===== src/rtl/seq_scan_ctrl.sv =====
// seq_scan_ctrl
// Accepts parallel words over a valid/ready handshake and shifts them out
// MSB-first. A programmable pattern is matched on the serial stream, with
// overlapping matches allowed. Matches are counted with saturation, and a
// sticky irq is raised when the count reaches a programmed threshold.
module seq_scan_ctrl #(
    parameter int WORD_W = 8,
    parameter int PAT_W  = 4,
    parameter int CNT_W  = 8
) (
    input  logic              clk,
    input  logic              rst,
    input  logic              start,
    input  logic              stop,
    input  logic [PAT_W-1:0]  cfg_pattern,
    input  logic [CNT_W-1:0]  cfg_thresh,
    input  logic              in_valid,
    input  logic [WORD_W-1:0] in_data,
    output logic              in_ready,
    output logic              busy,
    output logic              bit_out,
    output logic              bit_valid,
    output logic              match_pulse,
    output logic [CNT_W-1:0]  match_count,
    output logic              irq,
    input  logic              irq_clr
);

    localparam int BC_W   = (WORD_W > 1) ? $clog2(WORD_W) : 1;
    localparam int SEEN_W = $clog2(PAT_W + 1);

    typedef enum logic [1:0] {
        S_IDLE  = 2'd0,
        S_WAIT  = 2'd1,
        S_SHIFT = 2'd2,
        S_DONE  = 2'd3
    } state_t;

    state_t              state_reg;
    state_t              state_next;

    logic [WORD_W-1:0]   sreg_reg;
    logic [BC_W-1:0]     bitcnt_reg;
    logic [PAT_W-1:0]    hist_reg;
    logic [SEEN_W-1:0]   seen_reg;
    logic [PAT_W-1:0]    pat_q_reg;
    logic [CNT_W-1:0]    thr_q_reg;
    logic                match_pulse_reg;
    logic [CNT_W-1:0]    count_reg;
    logic                irq_reg;

    // Derived per-cycle datapath terms
    logic                shifting;
    logic                session_start;
    logic                word_load;
    logic [PAT_W-1:0]    new_hist;
    logic [SEEN_W:0]     seen_plus;
    logic [SEEN_W-1:0]   seen_next;
    logic                hit;
    logic [CNT_W:0]      count_plus;
    logic                count_full;
    logic                thr_hit;

    // Bit-level match evaluation for the bit currently on bit_out
    always_comb begin
        shifting      = (state_reg == S_SHIFT);
        // start is ignored in IDLE only when not offered; in DONE a
        // simultaneous stop takes priority over start.
        session_start = ((state_reg == S_IDLE) && start) ||
                        ((state_reg == S_DONE) && start && !stop);
        word_load     = (state_reg == S_WAIT) && in_valid && !stop;
        new_hist      = {hist_reg[PAT_W-2:0], sreg_reg[WORD_W-1]};
        seen_plus     = {1'b0, seen_reg} + 1'b1;
        seen_next     = (seen_reg == SEEN_W'(PAT_W)) ? seen_reg : seen_plus[SEEN_W-1:0];
        // A match needs PAT_W real stream bits, so the cleared history
        // cannot produce a spurious hit at the start of a session.
        hit           = shifting && (new_hist == pat_q_reg) &&
                        (seen_plus >= (SEEN_W+1)'(PAT_W));
        count_plus    = {1'b0, count_reg} + 1'b1;
        count_full    = &count_reg;
        thr_hit       = hit && (thr_q_reg != '0) && (count_plus == {1'b0, thr_q_reg});
    end

    // State register
    always_ff @(posedge clk or posedge rst) begin
        if (rst) begin
            state_reg <= S_IDLE;
        end else begin
            state_reg <= state_next;
        end
    end

    // Next-state decision
    always_comb begin
        state_next = state_reg;
        case (state_reg)
            S_IDLE: begin
                if (start) state_next = S_WAIT;
            end
            S_WAIT: begin
                if (stop)          state_next = S_IDLE;
                else if (in_valid) state_next = S_SHIFT;
            end
            S_SHIFT: begin
                if (stop)                    state_next = S_IDLE;
                else if (thr_hit)            state_next = S_DONE;
                else if (bitcnt_reg == '0)   state_next = S_WAIT;
            end
            S_DONE: begin
                if (stop)       state_next = S_IDLE;
                else if (start) state_next = S_WAIT;
            end
            default: state_next = S_IDLE;
        endcase
    end

    // State-decoded outputs and registered status outputs
    always_comb begin
        in_ready    = (state_reg == S_WAIT);
        busy        = (state_reg == S_WAIT) || (state_reg == S_SHIFT);
        bit_valid   = (state_reg == S_SHIFT);
        bit_out     = sreg_reg[WORD_W-1];
        match_pulse = match_pulse_reg;
        match_count = count_reg;
        irq         = irq_reg;
    end

    // Shift register, match history, counters and sticky irq
    always_ff @(posedge clk or posedge rst) begin
        if (rst) begin
            sreg_reg        <= '0;
            bitcnt_reg      <= '0;
            hist_reg        <= '0;
            seen_reg        <= '0;
            pat_q_reg       <= '0;
            thr_q_reg       <= '0;
            match_pulse_reg <= 1'b0;
            count_reg       <= '0;
            irq_reg         <= 1'b0;
        end else begin
            match_pulse_reg <= hit;

            if (session_start) begin
                pat_q_reg <= cfg_pattern;
                thr_q_reg <= cfg_thresh;
                hist_reg  <= '0;
                seen_reg  <= '0;
                count_reg <= '0;
            end

            if (word_load) begin
                sreg_reg   <= in_data;
                bitcnt_reg <= BC_W'(WORD_W - 1);
            end

            // History and seen persist across words so matches can span
            // word boundaries; the shift still completes on a stop edge.
            if (shifting) begin
                hist_reg   <= new_hist;
                seen_reg   <= seen_next;
                sreg_reg   <= sreg_reg << 1;
                bitcnt_reg <= bitcnt_reg - 1'b1;
                if (hit && !count_full) begin
                    count_reg <= count_plus[CNT_W-1:0];
                end
            end

            // Setting takes priority over a simultaneous clear
            if (thr_hit) begin
                irq_reg <= 1'b1;
            end else if (irq_clr) begin
                irq_reg <= 1'b0;
            end
        end
    end

endmodule


===== config.mk =====
export PLATFORM = sky130hd
export DESIGN_NAME = seq_scan_ctrl
export DESIGN_NICKNAME = d
export VERILOG_FILES = /design/src/rtl/seq_scan_ctrl.sv
export SDC_FILE = /design/constraint.sdc
export NUM_CORES = 1
export LEC_CHECK = 0
export CORE_ASPECT_RATIO = 0.8
export CORE_MARGIN = 3
export CORE_UTILIZATION = 49
export CTS_CLUSTER_DIAMETER = 60
export DETAILED_ROUTE_END_ITERATION = 10
export PLACE_DENSITY_LB_ADDON = 0.1
export SETUP_SLACK_MARGIN = 0.5
export SLEW_MARGIN = 20
export SYNTH_ARGS = -nofsm -noshare
export SYNTH_HDL_FRONTEND = slang
export SYNTH_SLANG_ARGS = --single-unit

===== constraint.sdc =====
create_clock -name clk -period 2.16 [get_ports clk]
set_input_delay 0.432 -clock clk [delete_from_list [all_inputs] [get_ports clk]]
set_output_delay 0.432 -clock clk [all_outputs]
set_load 0.01 [all_outputs]

* Word level (Yosys, flattened, before mapping)
Index checks and enable logic that the tools add are counted.
** Word-level totals
- Register bits after elaboration :: 41
- Input bits :: 26
- Output and inout bits :: 14
- Word-level logic and storage cells :: 68
** Cells by class
- Add/subtract/negate cells :: 3
- Order comparisons :: 1
- Equal/unequal tests :: 9
- Muxes and demuxes :: 22
- Reduce and logical (&&, ||, !) cells :: 23
** Operators by type and width (count)
- $mux 8 :: 5
- $mux 3 :: 7
- $mux 2 :: 7
- $logic_and 1x1->1 :: 10
- $add 8x1->9 const B :: 1
- $eq 9x8->1 :: 1
- $pmux 2 s4 :: 1
- $reduce_and 8->1 :: 1
- $reduce_bool 8->1 :: 1
- $reduce_bool 2->1 :: 3
- $add 3x1->4 const B :: 1
- $eq 2x2->1 const B :: 2
- $eq 4x4->1 :: 1
- $ge 4x3->1 const B :: 1
- $ne 4x2->1 const B :: 1
- $reduce_and 2->1 :: 2
- $eq 3x3->1 const B :: 1
- $logic_not 3->1 :: 1
- $ne 3x3->1 const B :: 1
- $sub 3x1->3 const B :: 1
- $eq 2x1->1 const B :: 1
- $logic_not 1->1 :: 2
- $logic_not 2->1 :: 1
- $logic_or 1x1->1 :: 2
- 2 further kinds :: 3

* Depth between registers and ports, before layout
Gate-level depths: netlist of run 1.
- Depth in word-level cells :: 8
- Mapped depth :: 10
- Mapped depth without buffers :: 8

* Least setup slack after synthesis of run 1
OpenSTA, ideal clock, no wires.
- Path type :: register to register
- From :: register state_reg[0]
- To :: register state_reg[0]
- Library setup time :: 0.082 ns
- Arrival :: 1.826 ns
- Data required time :: 2.078 ns
- Setup slack :: 0.252 ns
- Cell stages (with the launch flop) :: 10
- Path buffers :: 1
- Cells stage by stage :: dfrtp_1 -> inv_1 -> ha_1 -> buf_2 -> o21ai_1 -> nor2_2 -> nand4b_4 -> nor4_1 -> nand4b_1 -> a31oi_1
** Between the ends
- Cells in the longest elaborated chain, start to end :: 8
- Elaborated cells between the ends (all ways) :: 16
** RTL lines
- start, declared :: line 39 : state_t state_reg;
- start signal, assigned :: line 89 : state_reg <= state_next;
- $eq 2x2->1 (*)
- named net bit_valid :: line 22 : output logic bit_valid,
- $logic_and 1x1->1 (2 in a row) :: line 77 : hit = shifting && (new_hist == pat_q_reg) &&
- $logic_and 1x1->1 (2 in a row) :: line 81 : thr_hit = hit && (thr_q_reg != '0) && (count_plus == {1'b0, thr_q_reg});
- $mux 2 :: line 106 : else if (thr_hit) state_next = S_DONE;
- $mux 2 :: line 105 : if (stop) state_next = S_IDLE;
- $pmux 2 s4 :: line 96 : case (state_reg)
The timed path passes the listed nets; every way through them passes the cells marked *.
A chain may end at the register's enable or synchronous reset.

* Worst setup path after layout of run 1
- From :: register state_reg[0]
- To :: register count_reg[3] (netlist: match_count[3])
** Between the ends
- Cells in the longest elaborated chain, start to end :: 7
- Elaborated cells between the ends (all ways) :: 13
** RTL lines
- $eq 2x2->1 :: line 70 : ((state_reg == S_DONE) && start && !stop);
- $logic_and 1x1->1 (2 in a row) :: line 70
- $logic_or 1x1->1 :: line 69 : session_start = ((state_reg == S_IDLE) && start) ||
- $mux 8 :: line 143 : if (session_start) begin
- $mux 8 :: line 163 : if (hit && !count_full) begin
- $mux 8 (*) :: line 158 : if (shifting) begin
- end signal, assigned :: line 164 : count_reg <= count_plus[CNT_W-1:0];
- end, declared :: line 49 : logic [CNT_W-1:0] count_reg;
Every way passes the cells marked *; elsewhere a longest branch is shown, timed or not.

==> metrics.md, run 1 <==
| Metric | Value |
|---|---|
| Die extent in y | `67.5 um` |
| Post-synth top area share | `44.3%` |
| Period utilisation layout | `85.9%` |
| Cts-stage hold buffer count | `0` |
| Count leader, synth | `dfrtp_1` |
| Syn Area/Cell | `about 10 um2` |
| First-pass GRT wire length | `9.74 mm` |
| Starting Density | `between 50% and 60%` |
| Wire length on met3 | `~430 um` |
| Max Root-Sink Buffers | `2` |
| Row cnt | `21` |
| Overflow left after global routing | `0` |
| Delay of the slowest cell on the worst path | `around 0.43 ns` |
| Vias after detailed routing | `about 2,100` |
| RSZ-0062 raised after global routing | `yes` |
| Placed cell count | `325` |
| Worst-path cell chain | `buf_6, buf_6, ha_4, nor2b_4, o21ai_4, buf_12, buf_12, and2_4, o21ai_2, o31ai_1` |
| Worst hold slack | `between 0.4 and 0.5 ns` |
| Synth cell types | `46` |
| Lkg Pwr | `1.63 nW` |
| Register area share after synthesis | `44.3%` |
| Top sig layer | `met4` |
| Clock transition at path regs | `around 0.08 ns` |
| Maxcap violations | `0` |
| Cell area after synthesis | `~2300 um2` |
| R2R depth | `10` |
| Worst path buffer plus inverter count | `4` |
| Hold crit path type | `reg -> reg` |
| Synthesis warning total | `0` |
| I/O pin count | `40` |
| Post-layout util | `approximately four fifths` |
| RR Startpoint | `state_reg[0]$_DFFE_PP0P_` |
| Slowest CP cell | `dfrtp_1` |
| Hold path cells | `2` |
| CP arrival | `about 2.0 ns` |
| Top cells by count, synth | `41 x dfrtp_1, 29 x nand2_1, 15 x o21ai_0` |
| Area growth syn-to-layout | `52.2%` |
| Min-Delay Endpoint | `sreg_reg[7]$_DFFE_PP0P_` |
| CP required | `between 2 and 2.5 ns` |
| Met1 wire length | `2.91 mm` |
| Asr flop ratio synth | `100%` |
| CP Max Fanout | `7` |
| Core area | `~4400 um2` |
| Final Critical Period | `around 1.9 ns` |
| Post-place setup slack | `about 0.15 ns` |
| DRT iter0 DRCs | `143` |
| Die area | `5600 um2` |
| Hpwl dp | `between 3 and 4 mm` |
| Final hold vios | `0` |
| Critical Path Source Type | `flip-flop` |
| Clk sinks | `roughly 40` |
| Slew Limit Fails | `0` |
| VDD IR-drop max | `approximately 0.9 mV` |
| Synth top area cells | `dfrtp_1 44%, mux2_2 5.8%, ha_1 5.4%, nand2_1 4.7%, mux2i_1 3.5%` |
| DR vias/cell | `around 5.8` |
| Post-DR wirelength/cell | `~18 um` |
| Worst relative slew slack | `between 60% and 70%` |
| Final ANT Viol Nets | `0` |
| Mapped Nets | `~270` |
| Hold path startpoint | `sreg_reg[6]$_DFFE_PP0P_` |
| CP Class | `reg -> reg` |
| Worst Skew | `approximately 0.008 ns` |
| # setup viols final | `0` |
| Most used DFF post-synth | `dfrtp_1` |
| Setup ws final | `0.304 ns` |
| Crit-path leading delay family | `buffers and inverters` |
| Share of cells above drive strength 1 | `40.9%` |
| Setup crit end kind | `flip-flop` |
| Worst-Skew Late Latency | `0.29 ns` |
| # diodes | `0` |
| Status | `finished, final reports clean` |
| Cell Pwr Density | `1020 nW/um2` |
| FMAX | `approximately 540 MHz` |
| # H-tree levels | `2` |
| CTS tree | `done` |
| Die W | `82.9 um` |
| Final nets | `between 300 and 400` |
| Wire length on met2 | `around 3.3 mm` |
| Reg-to-Reg End | `match_count[3]$_DFF_PP0_` |
| EDFF count, synth | `0` |
| Setup TNS | `0 ns` |
| Largest area contributor in the netlist | `dfrtp_1` |
| Gpl congestion | `0.808` |
| # DRC | `0` |
| Total wire length | `roughly 6.7 mm` |
| Root buffer cell | `clkbuf_8` |
| Vias in the first global route | `~2,000` |
| Synth Register Bits | `slightly above 40` |
| Final Non-Filler Cells | `between 300 and 400` |
| CTS Buf Count | `5` |
| Largest net degree at the start of global routing | `42` |
| Total GRT Usage | `roughly 22%` |
| FF-to-FF setup slack | `0.30 ns` |
| Mapped Cells | `roughly 230` |
| Port Buffers | `39` |
| Initial antenna violation count | `0` |
| Worst-margin pin slew | `0.540 ns` |
| DRT Pass-1 Iters | `5` |
-- report_power, final --
group | switching, mW | internal (mW)
logic | 0.872 | 0.987
registers | 0.229 | 1.02
clock network | 0.265 | 0.224
-- worst max path at each step --
stage               depth (start not counted)  slack [ns]                  endpoint                      from
finish                                     10        0.30  match_count[3]$_DFF_PP0_  state_reg[0]$_DFFE_PP0P_
detailed placement                          5        0.15  thr_q_reg[7]$_DFFE_PP0P_                      stop
global placement                            5        0.16  thr_q_reg[1]$_DFFE_PP0P_                      stop
global route                                9        0.23  state_reg[0]$_DFFE_PP0P_  state_reg[0]$_DFFE_PP0P_
CTS                                        10        0.38  match_count[4]$_DFF_PP0_  state_reg[0]$_DFFE_PP0P_
floorplan                                   5        0.49  thr_q_reg[3]$_DFFE_PP0P_  state_reg[1]$_DFFE_PP0P_
-- cell families after synthesis --
family | count (synthesis) | synth area share [%]
buffers and inverters | 20 | 3.56
AOI/OAI and AO/OA | 49 | 13.2
DFF | 41 | 44.3
adders and majority gates | 10 | 5.40
muxes | 21 | 9.94
xor gates and xnor gates | 15 | 5.67
and+or+nand+nor | 75 | 17.9
-- worst register-to-register path: cells and delay by family, from the launching register on --
kind,cells,cell delay (ns)
AO/OA/AOI/OAI,3,0.32
adder cells (fa/ha/maj),1,0.15
buffers and inverters,4,0.51
flip-flops,1,0.43
AND/OR/NAND/NOR,2,0.34
-- per-stage QoR --
| stage | instance area [um2] | power [mW] |
|---|---|---|
| final | 3530 | 3.60 |
| after global routing | 3530 | 3.80 |
| after CTS | 3360 | 3.33 |
| after detailed placement | 2870 | 2.46 |
| after global placement | 2870 | 2.43 |
| after floorplan | 2400 | 2.09 |
-- what timing repair did --
item,CTS,global route
setup buffers,32,4
gates cloned,0,1
pin swaps,15,13
gates resized for setup,61,39
setup endpoints to repair,41,39
-- layout make-up --
cell class / count / area (um2)
Sequential cell: 41 / 1040
Clock buffer: 6 / 72.6
Clock inverter: 2 / 10.0
Tap cell: 57 / 71.3
Multi-Input combinational cell: 170 / 1490
Fill cell: 255 / 835
Timing Repair Buffer: 83 / 806
Inverter: 11 / 43.8
-- placed cells by master, fill, tap and decap left out, drive strengths merged, types with 3 or more instances in the layout --
master          n
a21oi           8
buf            47
clkbuf          6
clkdlybuf4s50  26
dfrtp          41
dlygate4sd2     6
dlymetal6s2s    4
ha             10
inv            11
mux2           13
mux2i           8
nand2          29
nand3           4
nor2           17
nor2b           3
nor3            8
o21ai          26
o31ai           4
xnor2           9
xor2            6
-- per-layer routing --
layer  up-vias  track usage, %
li1        967               -
met1      1041            28.7
met2       120            38.6
met3        12            4.88
met4         0            3.88
met5         -               0
Power figures use the tool's default switching activity.
==> run 2: changes to the inputs <==
--- a/config.mk
+++ b/config.mk
@@ -5,11 +5,13 @@
 export SDC_FILE = /design/constraint.sdc
 export NUM_CORES = 1
 export LEC_CHECK = 0
+export ABC_AREA = 1
 export CORE_ASPECT_RATIO = 0.8
 export CORE_MARGIN = 3
 export CORE_UTILIZATION = 49
 export CTS_CLUSTER_DIAMETER = 60
 export DETAILED_ROUTE_END_ITERATION = 10
+export DONT_BUFFER_PORTS = 1
 export PLACE_DENSITY_LB_ADDON = 0.1
 export SETUP_SLACK_MARGIN = 0.5
 export SLEW_MARGIN = 20
==> metrics.md, run 2 <==
| Metric | Value |
|---|---|
| Status | `finished, final reports clean` |
| Total Power | `between 3 and 4 mW` |
| First-pass GRT wire length | `around 8.9 mm` |
| Asr flop ratio synth | `100%` |
| I/O pin count | `40` |
| Mux cell area share after synthesis | `0%` |
| Die area | `around 5500 um2` |
| Synthesis warning total | `0` |
| Worst hold slack | `around 0.14 ns` |
| # H-tree levels | `2` |
| CP arrival | `1.98 ns` |
| Largest area contributor in the netlist | `dfrtp_1` |
| Largest family of logic cells by synthesized area | `simple AND/OR/NAND/NOR gates` |
| Hpwl dp | `between 3 and 4 mm` |
| Gpl congestion | `just under 0.9` |
| Fill cell count | `404` |
| Final nets | `368` |
| Share of cells above drive strength 1 | `between 20% and 30%` |
| Vias after detailed routing | `between 2,000 and 2,500` |
| Register area share after synthesis | `about 45%` |
| Count leader, synth | `nand2_1` |
| Final Critical Period | `between 1.5 and 2 ns` |
| Register area | `between 1000 and 1500 um2` |
| Worst Skew | `0.00525 ns` |
| Port Buffers | `0` |
| Clock transition at path regs | `about 0.08 ns` |
| Lkg Pwr | `between 1 and 1.5 nW` |
| Core area | `about 4300 um2` |
| Area growth syn-to-layout | `22.7%` |
| Row cnt | `21` |
| Hold crit path type | `in -> async` |
| Worst-Skew Late Latency | `~0.30 ns` |
| Cell area after synthesis | `approximately 2300 um2` |
| Mapped Cells | `between 300 and 400` |
| Commonest non-fill, non-tap cells in the layout | `85 x nand2_1, 38 x inv_1, 35 x dfrtp_1` |
| Multi-input logic area | `about 1200 um2` |
| Root buffer cell | `clkbuf_8` |
| Slew Limit Fails | `0` |
| Initial antenna violation count | `0` |
| Vias in the first global route | `1,973` |
| VDD IR-drop max | `slightly below 0.6 mV` |
| Worst-margin pin slew | `roughly 0.52 ns` |
| Synth Area in XOR/XNOR | `0%` |
| FMAX | `about 560 MHz` |
| Final ANT Viol Nets | `0` |
| DRT Pass-1 Iters | `4` |
| Critical Path Source Type | `flip-flop` |
| Setup ws final | `~0.37 ns` |
| Post-synth top area share | `44.8%` |
| RSZ-0062 raised after global routing | `yes` |
| Starting Density | `52.9%` |
| EDFF count, synth | `0` |
| Final hold vios | `0` |
| Maxcap violations | `0` |
| Setup TNS | `0 ns` |
| Period utilisation layout | `between 80% and 90%` |
| Post-place setup slack | `about 0.21 ns` |
| Synth Area in Compound Gates | `approximately 11%` |
| Die extent in y | `67.2 um` |
| Max Root-Sink Buffers | `2` |
| Cell Pwr Density | `1160 nW/um2` |
| CP Class | `reg -> reg` |
| # setup viols final | `0` |
| Syn Area/Cell | `7.52 um2` |
| Top cells by count, synth | `92 x nand2_1, 43 x inv_1, 41 x dfrtp_1` |
| DR vias/cell | `5.16` |
| Total wire length | `5.35 mm` |
| CTS tree | `done` |
| Post-Synth Adder-Cell Area | `roughly 5.5%` |
| Overflow left after global routing | `0` |
| Most common cell after layout, fill and taps aside | `nand2_1` |
| CP required | `2.35 ns` |
| Synth top area cells | `dfrtp_1 45%, nand2_1 15%, inv_1 7.0%, ha_1 5.5%, nand3_1 4.8%` |
| # diodes | `0` |
| CP Max Fanout | `8` |
| Worst relative slew slack | `around two thirds` |
| Setup crit end kind | `flip-flop` |
| # DRC | `0` |
| DRT iter0 DRCs | `69` |
| Synth Register Bits | `slightly above 40` |
| Die W | `82.5 um` |
| Total GRT Usage | `approximately a fifth` |
| Clk sinks | `just over 40` |
| Simple-gate portion of the synthesized area | `between 30 and 40%` |
| CTS Buf Count | `5` |
| Synth cell types | `22` |
| Post-DR wirelength/cell | `about 14 um` |
| Largest net degree at the start of global routing | `42` |
| Most used DFF post-synth | `dfrtp_1` |
| Mapped Nets | `between 300 and 400` |
## run 2: cell types whose count changed in the layout (fill, tap and decap cells not counted), sizes merged, moves of 9 or more
cell           previous run  this run
xnor2                     9         0
inv                      11        44
nand2                    29       101
nand3                     4        24
clkdlybuf4s50            26         0
o22ai                     2        15
nor2                     17        34
buf                      47        23
mux2                     13         0
## run 2: layout make-up
type                       count  area share, %
clock inverter                 3          0.756
timing repair buffer          23           6.94
multi-input combinational    216           44.3
sequential                    41           36.7
clock buffer                   5           2.45
tap                           57           2.54
inverter                      45           6.27
## run 2: logic make-up (layout without fill, tap and decap cells)
kind of cell,Yosys count,in the layout
AND/OR/NAND/NOR,163,163
AO/OA/AOI/OAI,43,43
adder cells (fa/ha/maj),10,10
buffers and inverters,48,76
flip-flops,41,41
## run 2: stage by stage
step / utilization [%] / cells / area [um2]
final: 64.9 / 390 / 2810
after global routing: 64.9 / 390 / 2810
after CTS: 60.4 / 377 / 2620
after detailed placement: 55.6 / 363 / 2410
after global placement: 55.6 / 363 / 2410
after floorplan: - / 305 / 2320
## run 2: what timing repair did
action | CTS | global route
pin swaps | 13 | 8
hold buffers | 0 | 0
gates resized for setup | 24 | 25
buffers inserted | 6 | 13
setup endpoints to repair | 29 | 30
## run 2: layer usage
metal	GRT usage (%)	up-vias	part of all wire (%)
li1	-	1038	-
met1	30.4	926	50
met2	31.1	37	44
met3	5.33	11	4.3
met4	7.68	0	1.7
met5	0	-	0
## run 2: report_power, final
part,leakage (nW),switching (mW),internal [mW]
Clock,0.0445,0.288,0.229
Combinational,0.786,0.909,0.644
Sequential,0.506,0.170,1.03
## run 2: critical path: stages, from the launching register on
cell and delay, ns:
dfrtp_2 0.49, ha_4 0.29, inv_2 0.03, nand2_1 0.04, nand2_1 0.05, nor2_1 0.09, nand2_1 0.07, nor2_2 0.13
nand3_2 0.08, nor2_2 0.10, nand2_2 0.07, nand2_2 0.07, nand2_2 0.05, nand2_1 0.05, nand2_1 0.05
## run 2: final timing paths
check	start	end	slack (ns)	depth (start not counted)
min in group clk	irq_clr	irq$_DFFE_PP0P_	0.19	1
worst max-delay path	match_count[0]$_DFF_PP0_	state_reg[1]$_DFFE_PP0P_	0.37	14
worst min register to register	sreg_reg[0]$_DFFE_PP0P_	sreg_reg[0]$_DFFE_PP0P_	0.50	2
worst max register to register	match_count[0]$_DFF_PP0_	state_reg[1]$_DFFE_PP0P_	0.37	14
worst min-delay path	rst	sreg_reg[0]$_DFFE_PP0P_	0.14	2
max in group asynchronous	rst	match_count[0]$_DFF_PP0_	1.63	2
==> run 3: changes to the inputs <==
==> constraint.sdc (replaced) <==
create_clock -name clk -period 1.6 [get_ports clk]
set_input_delay 0.32 -clock clk [delete_from_list [all_inputs] [get_ports clk]]
set_output_delay 0.32 -clock clk [all_outputs]
set_load 0.01 [all_outputs]
==> metrics.md, run 3 (synthesized netlist as in run 2, its figures left out) <==
| Metric | Value |
|---|---|
| Status | `complete, but fails checks` |
| Failing checks | `setup timing` |
| RSZ-0062 raised after global routing | `yes` |
| VDD IR-drop max | `about 1 mV` |
| Post-layout util | `85.7%` |
| Port Buffers | `0` |
| DRT iter0 DRCs | `approximately 240` |
| Setup ws final | `-0.298 ns` |
| Die extent in y | `67.2 um` |
| DR vias/cell | `5.90` |
| Max Root-Sink Buffers | `2` |
| Critical Path Source Type | `flip-flop` |
| Maxcap violations | `0` |
| I/O pin count | `40` |
| Hold path cells | `1` |
| # H-tree levels | `2` |
| Hold path startpoint | `irq_clr` |
| Vias after detailed routing | `2,549` |
| Share of cells above drive strength 1 | `around half` |
| RR Startpoint | `match_count[0]$_DFF_PP0_` |
| Post-DR wirelength/cell | `between 15 and 20 um` |
| CP required | `between 1.5 and 2 ns` |
| Hold crit path type | `in -> reg` |
| Starting Density | `52.9%` |
| FMAX | `around 530 MHz` |
| Hpwl dp | `roughly 4.0 mm` |
| Initial antenna violation count | `0` |
| CP Class | `reg -> reg` |
| Placed inst area | `2730 um2` |
| Row cnt | `21` |
| Met1 GRT Util | `35.0%` |
| DRT Pass-1 Iters | `5` |
| Post-place setup slack | `-0.204 ns` |
| Met2 Use GR | `roughly 40%` |
| Final ANT Viol Nets | `0` |
| Die W | `slightly above 80 um` |
| Gpl congestion | `roughly 0.9` |
| Final hold vios | `0` |
| Final Non-Filler Cells | `between 400 and 500` |
| Clk sinks | `41` |
| Die area | `around 5500 um2` |
| Setup crit end kind | `flip-flop` |
| Final instance area | `3720 um2` |
| CP startpoint | `match_count[0]$_DFF_PP0_` |
| Worst Skew | `between 0.01 and 0.015 ns` |
| Total GRT Usage | `about a quarter` |
| Placed cell count | `around 400` |
| Most common cell after layout, fill and taps aside | `nand2_1` |
| Period utilisation layout | `119%` |
| # DRC | `0` |
| First-pass GRT wire length | `between 10 and 15 mm` |
| Cell Pwr Density | `between 1500 and 2000 nW/um2` |
| Fill cell count | `224` |
| # setup viols final | `32` |
| # diodes | `0` |
| GR Util met3 | `5.73%` |
| Total wire length | `around 8.4 mm` |
| Lkg Pwr | `between 1.5 and 2 nW` |
| Peak-usage layer in the global routing report | `met2` |
| Final nets | `410` |
| CTS tree | `done` |
| Root buffer cell | `clkbuf_8` |
| Overflow left after global routing | `0` |
| Area growth syn-to-layout | `62.1%` |
| Commonest non-fill, non-tap cells in the layout | `60 x nand2_1, 39 x buf_6, 35 x dfrtp_1` |
| Register area | `slightly above 1000 um2` |
| Worst-margin pin slew | `between 0.2 and 0.25 ns` |
| Clock transition at path regs | `~0.090 ns` |
| CP Max Fanout | `3` |
| Slew Limit Fails | `0` |
| R2R depth | `12` |
| Multi-input logic area | `1610 um2` |
| Final Critical Period | `between 1.5 and 2 ns` |
| CTS Buf Count | `5` |
| Worst-Skew Late Latency | `0.31 ns` |
| Core area | `about 4300 um2` |
| CP arrival | `2.15 ns` |
| Setup TNS | `-3.23 ns` |
| Vias in the first global route | `about 2,200` |
| Largest net degree at the start of global routing | `37` |
| Worst relative slew slack | `a little over four fifths` |
run 3: worst paths after layout:
check	to	slack, ns
setup / recovery	state_reg[1]$_DFFE_PP0P_	-0.30
min in group asynchronous	match_count[6]$_DFF_PP0_	0.39
setup reg to reg	state_reg[1]$_DFFE_PP0P_	-0.30
max in group asynchronous	match_count[3]$_DFF_PP0_	0.76
hold / removal	irq$_DFFE_PP0P_	0.08
hold reg to reg	bitcnt_reg[0]$_DFFE_PP0P_	0.50
run 3: metrics by stage:
stage / total power [mW] / hold WS (ns)
detailed placement: 3.51 / 0.106
floorplan: 2.95 / 0.305
global route: 6.27 / 0.0673
CTS: 5.07 / 0.0797
finish: 5.98 / 0.0800
global placement: 3.46 / 0.105
run 3: per-layer routing:
metal  vias up  part of all wire [%]
met5         -                     0
met4         0                   3.4
met3        38                   9.5
met2       168                    48
met1      1225                    39
li1       1118                     -
run 3: area by class of cell:
| type | count | area share (%) |
|---|---|---|
| repair buffers | 65 | 19.2 |
| clock inverters | 2 | 0.269 |
| clock buffers | 6 | 1.95 |
| well taps | 57 | 1.92 |
| inverters | 45 | 5.62 |
| multi-input cells | 216 | 43.2 |
| flip-flops and latches | 41 | 27.8 |
run 3: power breakdown:
| group | total, mW | internal [mW] | switching [mW] | leakage, nW |
|---|---|---|---|---|
| Clock | 0.695 | 0.303 | 0.392 | 0.0450 |
| Sequential | 1.69 | 1.38 | 0.312 | 0.506 |
| Combinational | 3.59 | 1.59 | 2.00 | 1.14 |
| Total | 5.98 | 3.28 | 2.70 | 1.69 |
run 3: what timing repair did:
| action | in CTS | in global routing |
|---|---|---|
| gates resized for setup | 123 | 62 |
| endpoints found under the setup margin | 52 | 53 |
| pin swaps | 30 | 25 |
| hold buffers | 1 | 0 |
| setup buffers | 17 | 8 |
| cloned | 3 | 0 |
| hold endpoints to repair | 5 | 0 |
run 3: worst max-delay path: stages, from the launching register on:
cell	delay [ns]
dfrtp_2	0.43
ha_4	0.18
nand2_2	0.10
clkinv_2	0.09
nand3_1	0.14
nand2_1	0.10
nand2_1	0.12
nand4_1	0.11
nor2_1	0.20
nand4_1	0.15
nand2_1	0.11
nand2_1	0.07
nand2_1	0.07
